## config.mk

```make
export PLATFORM = sky130hd
export DESIGN_NAME = decode_stage_pipelined
export DESIGN_NICKNAME = d
export VERILOG_FILES = /design/src/rtl/decode_stage_pipelined_pkg.sv /design/src/rtl/control_decoder.sv /design/src/rtl/load_use_hazard_detector.sv /design/src/rtl/register_file.sv /design/src/rtl/decode_stage_pipelined.sv
export SDC_FILE = /design/constraint.sdc
export NUM_CORES = 2
export LEC_CHECK = 0
export CAP_MARGIN = 20
export CORE_AREA = 5 5 374 376
export CTS_CLUSTER_DIAMETER = 80
export DETAILED_ROUTE_END_ITERATION = 16
export DIE_AREA = 0 0 379 381
export GPL_ROUTABILITY_DRIVEN = 0
export HOLD_SLACK_MARGIN = 0.03
export MAX_ROUTING_LAYER = met4
export SLEW_MARGIN = 20
export SYNTH_ARGS = -nofsm -noshare
export SYNTH_HDL_FRONTEND = slang
export SYNTH_SLANG_ARGS = --single-unit
```

## constraint.sdc

```tcl
create_clock -name clk -period 3.1 [get_ports clk]
set_input_delay 0.775 -clock clk [delete_from_list [all_inputs] [get_ports clk]]
set_output_delay 0.775 -clock clk [all_outputs]
set_load 0.02 [all_outputs]
```

## src/rtl/decode_stage_pipelined_pkg.sv

```systemverilog
// decode_stage_pipelined_pkg: shared instruction/control types, NOP control word and immediate extension
package decode_stage_pipelined_pkg;
  typedef logic [31:0] instruction_type;
  typedef enum logic [2:0] {ENC_NONE, ENC_R, ENC_I, ENC_S, ENC_B, ENC_U, ENC_J} encoding_type;
  typedef struct packed {
    encoding_type encoding;
    logic [3:0]   alu_op;
    logic         reg_write;
    logic         mem_read;
    logic         mem_write;
    logic         branch;
    logic         jump;
    logic         alu_src_imm;
  } control_type;
  localparam control_type NOP_CONTROL = '0;
  localparam logic [6:0] OP_LUI    = 7'b0110111;
  localparam logic [6:0] OP_AUIPC  = 7'b0010111;
  localparam logic [6:0] OP_JAL    = 7'b1101111;
  localparam logic [6:0] OP_JALR   = 7'b1100111;
  localparam logic [6:0] OP_BRANCH = 7'b1100011;
  localparam logic [6:0] OP_LOAD   = 7'b0000011;
  localparam logic [6:0] OP_STORE  = 7'b0100011;
  localparam logic [6:0] OP_IMM    = 7'b0010011;
  localparam logic [6:0] OP_REG    = 7'b0110011;
  // Takes only bits [31:7] so indices match the ISA manual; returns a 32-bit sign-extended immediate.
  function automatic logic [31:0] immediate_extension(input logic [31:7] ib, input encoding_type enc);
    return enc == ENC_I ? {{20{ib[31]}}, ib[31:20]} :
           enc == ENC_S ? {{20{ib[31]}}, ib[31:25], ib[11:7]} :
           enc == ENC_B ? {{19{ib[31]}}, ib[31], ib[7], ib[30:25], ib[11:8], 1'b0} :
           enc == ENC_U ? {ib[31:12], 12'b0} :
           enc == ENC_J ? {{11{ib[31]}}, ib[31], ib[19:12], ib[20], ib[30:21], 1'b0} : 32'b0;
  endfunction
endpackage

```

## src/rtl/control_decoder.sv

```systemverilog
// control_decoder: maps RV32I opcode/funct fields to a control word
//   opcode, funct3, funct7_5 : instruction fields
//   control                  : decoded control word, NOP_CONTROL for unknown opcodes
module control_decoder
  import decode_stage_pipelined_pkg::*;
(
  input  logic [6:0]  opcode,
  input  logic [2:0]  funct3,
  input  logic        funct7_5,
  output control_type control
);
  always_comb begin
    control = NOP_CONTROL;
    case (opcode)
      OP_REG: begin
        control.encoding  = ENC_R;
        control.alu_op    = {funct7_5, funct3};
        control.reg_write = 1'b1;
      end
      OP_IMM: begin
        control.encoding    = ENC_I;
        control.alu_op      = {funct7_5 && funct3 == 3'b101, funct3};
        control.reg_write   = 1'b1;
        control.alu_src_imm = 1'b1;
      end
      OP_LOAD: begin
        control.encoding    = ENC_I;
        control.reg_write   = 1'b1;
        control.mem_read    = 1'b1;
        control.alu_src_imm = 1'b1;
      end
      OP_STORE: begin
        control.encoding    = ENC_S;
        control.mem_write   = 1'b1;
        control.alu_src_imm = 1'b1;
      end
      OP_BRANCH: begin
        control.encoding = ENC_B;
        control.alu_op   = {1'b0, funct3};
        control.branch   = 1'b1;
      end
      OP_JAL: begin
        control.encoding  = ENC_J;
        control.reg_write = 1'b1;
        control.jump      = 1'b1;
      end
      OP_JALR: begin
        control.encoding    = ENC_I;
        control.reg_write   = 1'b1;
        control.jump        = 1'b1;
        control.alu_src_imm = 1'b1;
      end
      OP_LUI, OP_AUIPC: begin
        control.encoding    = ENC_U;
        control.reg_write   = 1'b1;
        control.alu_src_imm = 1'b1;
      end
      default: control = NOP_CONTROL;
    endcase
  end
endmodule

```

## src/rtl/load_use_hazard_detector.sv

```systemverilog
// load_use_hazard_detector: flags an incoming instruction that reads the destination of a load held in ID/EX
//   rs fields are compared regardless of instruction format (conservative)
module load_use_hazard_detector #(
  parameter int REG_ID_W = 5
) (
  input  logic                ex_valid,
  input  logic                ex_mem_read,
  input  logic [REG_ID_W-1:0] ex_rd_id,
  input  logic                in_valid,
  input  logic [REG_ID_W-1:0] rs1_id,
  input  logic [REG_ID_W-1:0] rs2_id,
  output logic                hazard
);
  assign hazard = ex_valid && ex_mem_read && ex_rd_id != '0 && in_valid &&
                  (rs1_id == ex_rd_id || rs2_id == ex_rd_id);
endmodule

```

## src/rtl/register_file.sv

```systemverilog
// register_file: REG_COUNT x XLEN, two combinational reads, one synchronous write, x0 hardwired to 0
//   rs1_id/rs2_id -> rs1_data/rs2_data ; wb_en/wb_id/wb_data write port
//   DECODE_WB_BYPASS_EN: reads of the index being written this cycle return wb_data
module register_file #(
  parameter  int XLEN      = 32,
  parameter  int REG_COUNT = 32,
  localparam int REG_ID_W  = $clog2(REG_COUNT)
) (
  input  logic                clk,
  input  logic                reset,
  input  logic [REG_ID_W-1:0] rs1_id,
  input  logic [REG_ID_W-1:0] rs2_id,
  output logic [XLEN-1:0]     rs1_data,
  output logic [XLEN-1:0]     rs2_data,
  input  logic                wb_en,
  input  logic [REG_ID_W-1:0] wb_id,
  input  logic [XLEN-1:0]     wb_data
);
  logic [XLEN-1:0] regs [REG_COUNT];
  logic            wr;
  assign wr = wb_en && wb_id != '0;
  always_ff @(posedge clk) begin
    if (reset) begin
      for (int i = 0; i < REG_COUNT; i++) regs[i] <= '0;
    end else if (wr) begin
      regs[wb_id] <= wb_data;
    end
  end
`ifdef DECODE_WB_BYPASS_EN
  assign rs1_data = rs1_id == '0 ? '0 : wr && wb_id == rs1_id ? wb_data : regs[rs1_id];
  assign rs2_data = rs2_id == '0 ? '0 : wr && wb_id == rs2_id ? wb_data : regs[rs2_id];
`else
  assign rs1_data = rs1_id == '0 ? '0 : regs[rs1_id];
  assign rs2_data = rs2_id == '0 ? '0 : regs[rs2_id];
`endif
endmodule

```

## src/rtl/decode_stage_pipelined.sv

```systemverilog
// decode_stage_pipelined: RV32I decode with register read, immediate extension and ID/EX register
//   fetch side  : in_valid/in_ready, in_instruction, in_pc, flush
//   write-back  : wb_en, wb_id, wb_data
//   execute side: out_valid/out_ready, out_pc, out_rs*_data, out_rs*_id, out_rd_id, out_imm, out_control
//   DECODE_WB_BYPASS_EN: same-cycle write-back forwarding inside the register file
module decode_stage_pipelined
  import decode_stage_pipelined_pkg::*;
#(
  parameter  int XLEN      = 32,
  parameter  int REG_COUNT = 32,
  localparam int REG_ID_W  = $clog2(REG_COUNT)
) (
  input  logic                clk,
  input  logic                reset,
  input  logic                in_valid,
  output logic                in_ready,
  input  instruction_type     in_instruction,
  input  logic [XLEN-1:0]     in_pc,
  input  logic                flush,
  input  logic                wb_en,
  input  logic [REG_ID_W-1:0] wb_id,
  input  logic [XLEN-1:0]     wb_data,
  output logic                out_valid,
  input  logic                out_ready,
  output logic [XLEN-1:0]     out_pc,
  output logic [XLEN-1:0]     out_rs1_data,
  output logic [XLEN-1:0]     out_rs2_data,
  output logic [REG_ID_W-1:0] out_rs1_id,
  output logic [REG_ID_W-1:0] out_rs2_id,
  output logic [REG_ID_W-1:0] out_rd_id,
  output logic [XLEN-1:0]     out_imm,
  output control_type         out_control
);
  logic [REG_ID_W-1:0] rs1_id, rs2_id, rd_id;
  logic [XLEN-1:0]     rs1_data, rs2_data;
  logic [31:0]         imm;
  control_type         control;
  logic                hazard, advance;
  assign rs1_id   = REG_ID_W'(in_instruction[19:15]);
  assign rs2_id   = REG_ID_W'(in_instruction[24:20]);
  assign rd_id    = REG_ID_W'(in_instruction[11:7]);
  assign imm      = immediate_extension(in_instruction[31:7], control.encoding);
  assign advance  = !out_valid || out_ready;
  assign in_ready = advance && !hazard && !reset;
  control_decoder u_control (
    .opcode   (in_instruction[6:0]),
    .funct3   (in_instruction[14:12]),
    .funct7_5 (in_instruction[30]),
    .control  (control)
  );
  register_file #(.XLEN(XLEN), .REG_COUNT(REG_COUNT)) u_regs (
    .clk      (clk),
    .reset    (reset),
    .rs1_id   (rs1_id),
    .rs2_id   (rs2_id),
    .rs1_data (rs1_data),
    .rs2_data (rs2_data),
    .wb_en    (wb_en),
    .wb_id    (wb_id),
    .wb_data  (wb_data)
  );
  load_use_hazard_detector #(.REG_ID_W(REG_ID_W)) u_hazard (
    .ex_valid    (out_valid),
    .ex_mem_read (out_control.mem_read),
    .ex_rd_id    (out_rd_id),
    .in_valid    (in_valid),
    .rs1_id      (rs1_id),
    .rs2_id      (rs2_id),
    .hazard      (hazard)
  );
  // A hazard implies in_valid, so in_valid && !hazard is the accept condition once advancing.
  always_ff @(posedge clk) begin
    if (reset) begin
      out_valid    <= 1'b0;
      out_pc       <= '0;
      out_rs1_data <= '0;
      out_rs2_data <= '0;
      out_rs1_id   <= '0;
      out_rs2_id   <= '0;
      out_rd_id    <= '0;
      out_imm      <= '0;
      out_control  <= NOP_CONTROL;
    end else if (flush) begin
      out_valid <= 1'b0;
    end else if (advance) begin
      out_valid <= in_valid && !hazard;
      if (in_valid && !hazard) begin
        out_pc       <= in_pc;
        out_rs1_data <= rs1_data;
        out_rs2_data <= rs2_data;
        out_rs1_id   <= rs1_id;
        out_rs2_id   <= rs2_id;
        out_rd_id    <= rd_id;
        out_imm      <= XLEN'($signed(imm));
        out_control  <= control;
      end
    end
  end
endmodule
```

==> summary.md <==
The logs give 0 for the number of pins exceeding their max-slew limit in the final report and 29.65% for the global-route usage over all layers. The detailed router placed 43,250 vias in this run. The worst register-to-register path begins at out_rd_id[4].

In this run switching power makes up 25.08% of total power. The tools report the number of hold buffers added after CTS as 0. TritonCTS built the clock tree. In this run the power density over the cells is 546.3 nW/µm². The first routing iteration left 4,619 violations. The logs give 0 for the max-capacitance violation count and 0.02711 µW for the cell leakage power. After clock tree synthesis, the clock-pin slew on the worst setup and hold paths is 0.05 ns. The top-level port count was 265; the largest fanout of any net on the critical path was 2.

The run gives 300,500 µm as the first-pass GRT wire length. The library cells used most frequently in the layout, excluding fill and tap cells, are 1,024 x sky130_fd_sc_hd__edfxtp_1, 993 x sky130_fd_sc_hd__and2_1, 500 x sky130_fd_sc_hd__mux2i_1, 412 x sky130_fd_sc_hd__buf_4, 283 x sky130_fd_sc_hd__a221oi_1. Global routing finished with a remaining overflow of 0.

The tools report the number of global-route vias before repair as 42,860. Data on the critical path arrives at its endpoint at 2.21 ns. The run gives 0 as the number of hold-slack violations in the final timing report. The logs give 5,190 for the final net count and 3 for the maximum buffer depth of the clock tree. The number of buffers and inverters on the critical path works out to 3.

After detailed routing, the number of remaining DRC violations is 0. Residual antenna-violating net count after detailed routing: 0. The endpoint required time on the critical path is 2.32 ns. Traced cell by cell, the critical path runs through clkdlybuf4s50_1, xnor2_1, nand2_2, o22ai_4, a211oi_2, buf_4, buf_2. Clock latency on the worst-skew pair, taken at its later pin, is 0.77 ns. The die covers 144,400 µm².

For this run, the slowest stage of the critical path takes 0.45 ns. A synthesized cell averages 13.16 µm². The post-route minimum period was 2.981 ns; the cell count after placement was 6,740. The commonest non-fill, non-tap cell in the layout was sky130_fd_sc_hd__edfxtp_1. In this run the vertical extent of the chip is 381 µm.

For the floorplan row count, the log shows 136. The worst setup path is of the input pin to primary output kind. The area of the mapped netlist is 60,630 µm².

Setup violations remaining at the end of the flow were counted as 0. In this run the tool buffered the top-level ports with 264 buffer cells. The flow ran to the end, and the final reports show no timing, DRC or antenna violations.

The highest-delay cell along the critical path was sky130_fd_sc_hd__clkdlybuf4s50_1. The clock drives 1,181 sinks. The half-perimeter wire length after detailed placement is 137,800 µm.

The worst slack at placement is -0.4946 ns, and the worst clock skew is 0.02662 ns. Yosys mapped a number of flops with a built-in enable equal to 1,024. Counting distinct cell types in the post-synthesis netlist gives 58.

The post-route non-filler standard cell count was 6,986. Setup repair after global routing left no endpoint under its margin. Final period utilization: 96.16%.

The worst vdd rail ir drop is 562.3 µV, and the detailed-routing iteration count for the pre-antenna-repair pass is 5. STA classifies the critical path endpoint as a primary output. The largest total area in the synthesized netlist belongs to sky130_fd_sc_hd__edfxtp_1.

The portion of total power attributed to sequential cells is 46.4%. The worst hold path begins at reset. The area added between synthesis and finish is 21.32%.

Once the floorplan was initialized, standard cells occupied 44.43% of the core. The total area inside the core boundary comes to 136,500 µm². The number of clock buffers added by TritonCTS is 135. Broken down by cell family, the worst path's largest delay share belongs to buffers and inverters. The tools report the maximum number of pins on one net before global-route repair as 67.

Final worst setup slack: 0.1190 ns. The run gives 30,110 µW as the internal power of the cells. The cell sitting at the root of the clock tree is a sky130_fd_sc_hd__clkbuf_16. The share of the Yosys chip area taken by registers is 55.90%. The floorplan die width was 379 µm; the via-per-instance ratio was 6.190. The share of power burned in combinational logic came out at 13.3%. After detailed routing, the total wire length is 212,100 µm. The number of antenna violations at the first check in global routing was 7; the final-layout fill cell count was 11,390. In this run, synthesis produced a sequential element count of 1,181. The tools report the fmax as 335.5 MHz. For this run, the leading register cell type out of synthesis is sky130_fd_sc_hd__edfxtp_1.

The share of total power dissipated in the clock network is 40.3%. The area share of the largest cell type after synthesis is 50.72%, and the slew at the pin closest to its max-slew limit is 0.9857 ns. The Yosys step of the flow raised 0 warnings. The post-route netlist has 20.69% of its cells at a drive strength greater than 1. In this run the worst hold path is classified as input pin to register. The number of H-tree branching levels is 4, and the average wire per standard cell is 30.36 µm. In the post-synthesis netlist, the biggest area contributors are sky130_fd_sc_hd__edfxtp_1 51%, sky130_fd_sc_hd__and2_1 10%, sky130_fd_sc_hd__mux4_2 9.8%, sky130_fd_sc_hd__mux2i_1 8.3%, sky130_fd_sc_hd__dfxtp_1 5.2%. STA classifies the critical path startpoint as an input pin. The run gives 10,080 µW as the switching power summed over all nets.

The worst pin sits at a relative slew slack of 34.08%. Counting every instance in the synthesized netlist gives 4,606. The most critical setup path has its startpoint at in_instruction[24]. The share of flip-flops with an asynchronous set or reset is 0%.
[per-stage QoR]
step / total power, µW / cell area [µm²] / hold slack (ns) / setup TNS [ns] / utilization [%]
after CTS: 40310 / 73540 / 0.3707 / 0 / 53.89
after floorplan: 21530 / 60750 / 0.4455 / 0 / -
after global routing: 41350 / 73540 / 0.4164 / 0 / 53.89
after detailed placement: 24230 / 69110 / 0.4444 / -3.621 / 50.64
final: 40180 / 73560 / 0.4330 / 0 / 53.90
after global placement: 24130 / 69110 / 0.4400 / -2.377 / 50.64
[power groups by stage]
stage	Clock [µW]	Sequential, µW	Combinational [µW]
global placement	0	18900	5260
CTS	16400	18600	5310
finish	16200	18600	5340
detailed placement	0	18900	5300
global route	17100	18700	5580
floorplan	0	18900	2650
[repair_timing]
action | in CTS | in global routing
gates resized for setup | 13 | 0
setup buffers | 0 | 0
endpoints found under the setup margin | 1 | 0
[state kept, by name (all words and copies together) (netlist names)]
register / count
out_control: 13
out_imm: 32
out_pc: 32
out_rd_id: 5
out_rs1_data: 32
out_rs1_id: 5
out_rs2_data: 32
out_rs2_id: 5
out_valid: 1
u_regs.regs: 1024
[layer usage]
metal / global-route usage (%) / wire length (µm) / vias up
met5: - / 0 / -
met4: 12.06 / 9498 / 0
met3: 6.339 / 20470 / 457
met2: 45.50 / 97590 / 2254
met1: 38.61 / 84540 / 22110
li1: - / - / 18430
[tightest hold or removal path, delay by kind of cell]
kind,cells,cell delay (ns)
buffers and inverters,2,0.31
AO/OA/AOI/OAI,1,0.06
[synthesized netlist by cell type (2+ instances only)]
master and n:
sky130_fd_sc_hd__o21a_1 33, sky130_fd_sc_hd__buf_4 25, sky130_fd_sc_hd__o211ai_1 30, sky130_fd_sc_hd__a22oi_1 94, sky130_fd_sc_hd__a31oi_1 3, sky130_fd_sc_hd__a221oi_1 283
sky130_fd_sc_hd__a21o_1 3, sky130_fd_sc_hd__and3_1 31, sky130_fd_sc_hd__nor3_1 23, sky130_fd_sc_hd__or2_2 31, sky130_fd_sc_hd__nor2b_1 6, sky130_fd_sc_hd__buf_2 116
sky130_fd_sc_hd__or3b_2 2, sky130_fd_sc_hd__a311oi_1 3, sky130_fd_sc_hd__buf_1 5, sky130_fd_sc_hd__inv_1 3, sky130_fd_sc_hd__a21oi_2 2, sky130_fd_sc_hd__a21oi_1 68
sky130_fd_sc_hd__mux2i_1 500, sky130_fd_sc_hd__or3_1 2, sky130_fd_sc_hd__nor2_1 134, sky130_fd_sc_hd__mux4_2 263, sky130_fd_sc_hd__a2111oi_0 3, sky130_fd_sc_hd__nand3_1 17
sky130_fd_sc_hd__nand3b_1 5, sky130_fd_sc_hd__nand2_1 229, sky130_fd_sc_hd__nor4_1 2, sky130_fd_sc_hd__a221o_1 31, sky130_fd_sc_hd__o21ai_0 87, sky130_fd_sc_hd__a211oi_1 27
sky130_fd_sc_hd__o21ai_1 9, sky130_fd_sc_hd__buf_6 11, sky130_fd_sc_hd__xnor2_1 10, sky130_fd_sc_hd__inv_2 2, sky130_fd_sc_hd__or4_1 2, sky130_fd_sc_hd__edfxtp_1 1024
sky130_fd_sc_hd__clkbuf_1 314, sky130_fd_sc_hd__dfxtp_1 157, sky130_fd_sc_hd__a32oi_1 2, sky130_fd_sc_hd__and2_1 996
[cell type report]
class | instances | area, µm² | share of cell area [%]
antenna | 6 | 15.01 | 0.02041
tap | 1794 | 2245 | 3.052
sequential | 1181 | 33900 | 46.09
timing repair buffer | 780 | 7868 | 10.70
inverter | 5 | 21.27 | 0.02892
multi-input combinational | 2980 | 25080 | 34.10
clock buffer | 177 | 3795 | 5.159
clock inverter | 63 | 625.6 | 0.8505
[worst paths after layout]
check / endpoint / slack [ns] / cells after the start
worst max register to register: out_rs1_data[9] / 0.63 / 8
worst min-delay path: out_rd_id[2] / 0.43 / 3
worst min register to register: out_control[8] / 0.45 / 2
worst max-delay path: in_ready / 0.12 / 7
[kinds of logic after synthesis]
| kind of cell | after synthesis | synth area share, % |
|---|---|---|
| simple gates | 1490 | 13.86 |
| flops | 1181 | 55.90 |
| mux | 763 | 18.02 |
| compound gates | 685 | 8.593 |
| buf+inv | 476 | 3.477 |
| xor+xnor | 10 | 0.1444 |
| other cells | 1 | 0.006185 |
No activity file was read; power rests on OpenSTA's default activity.
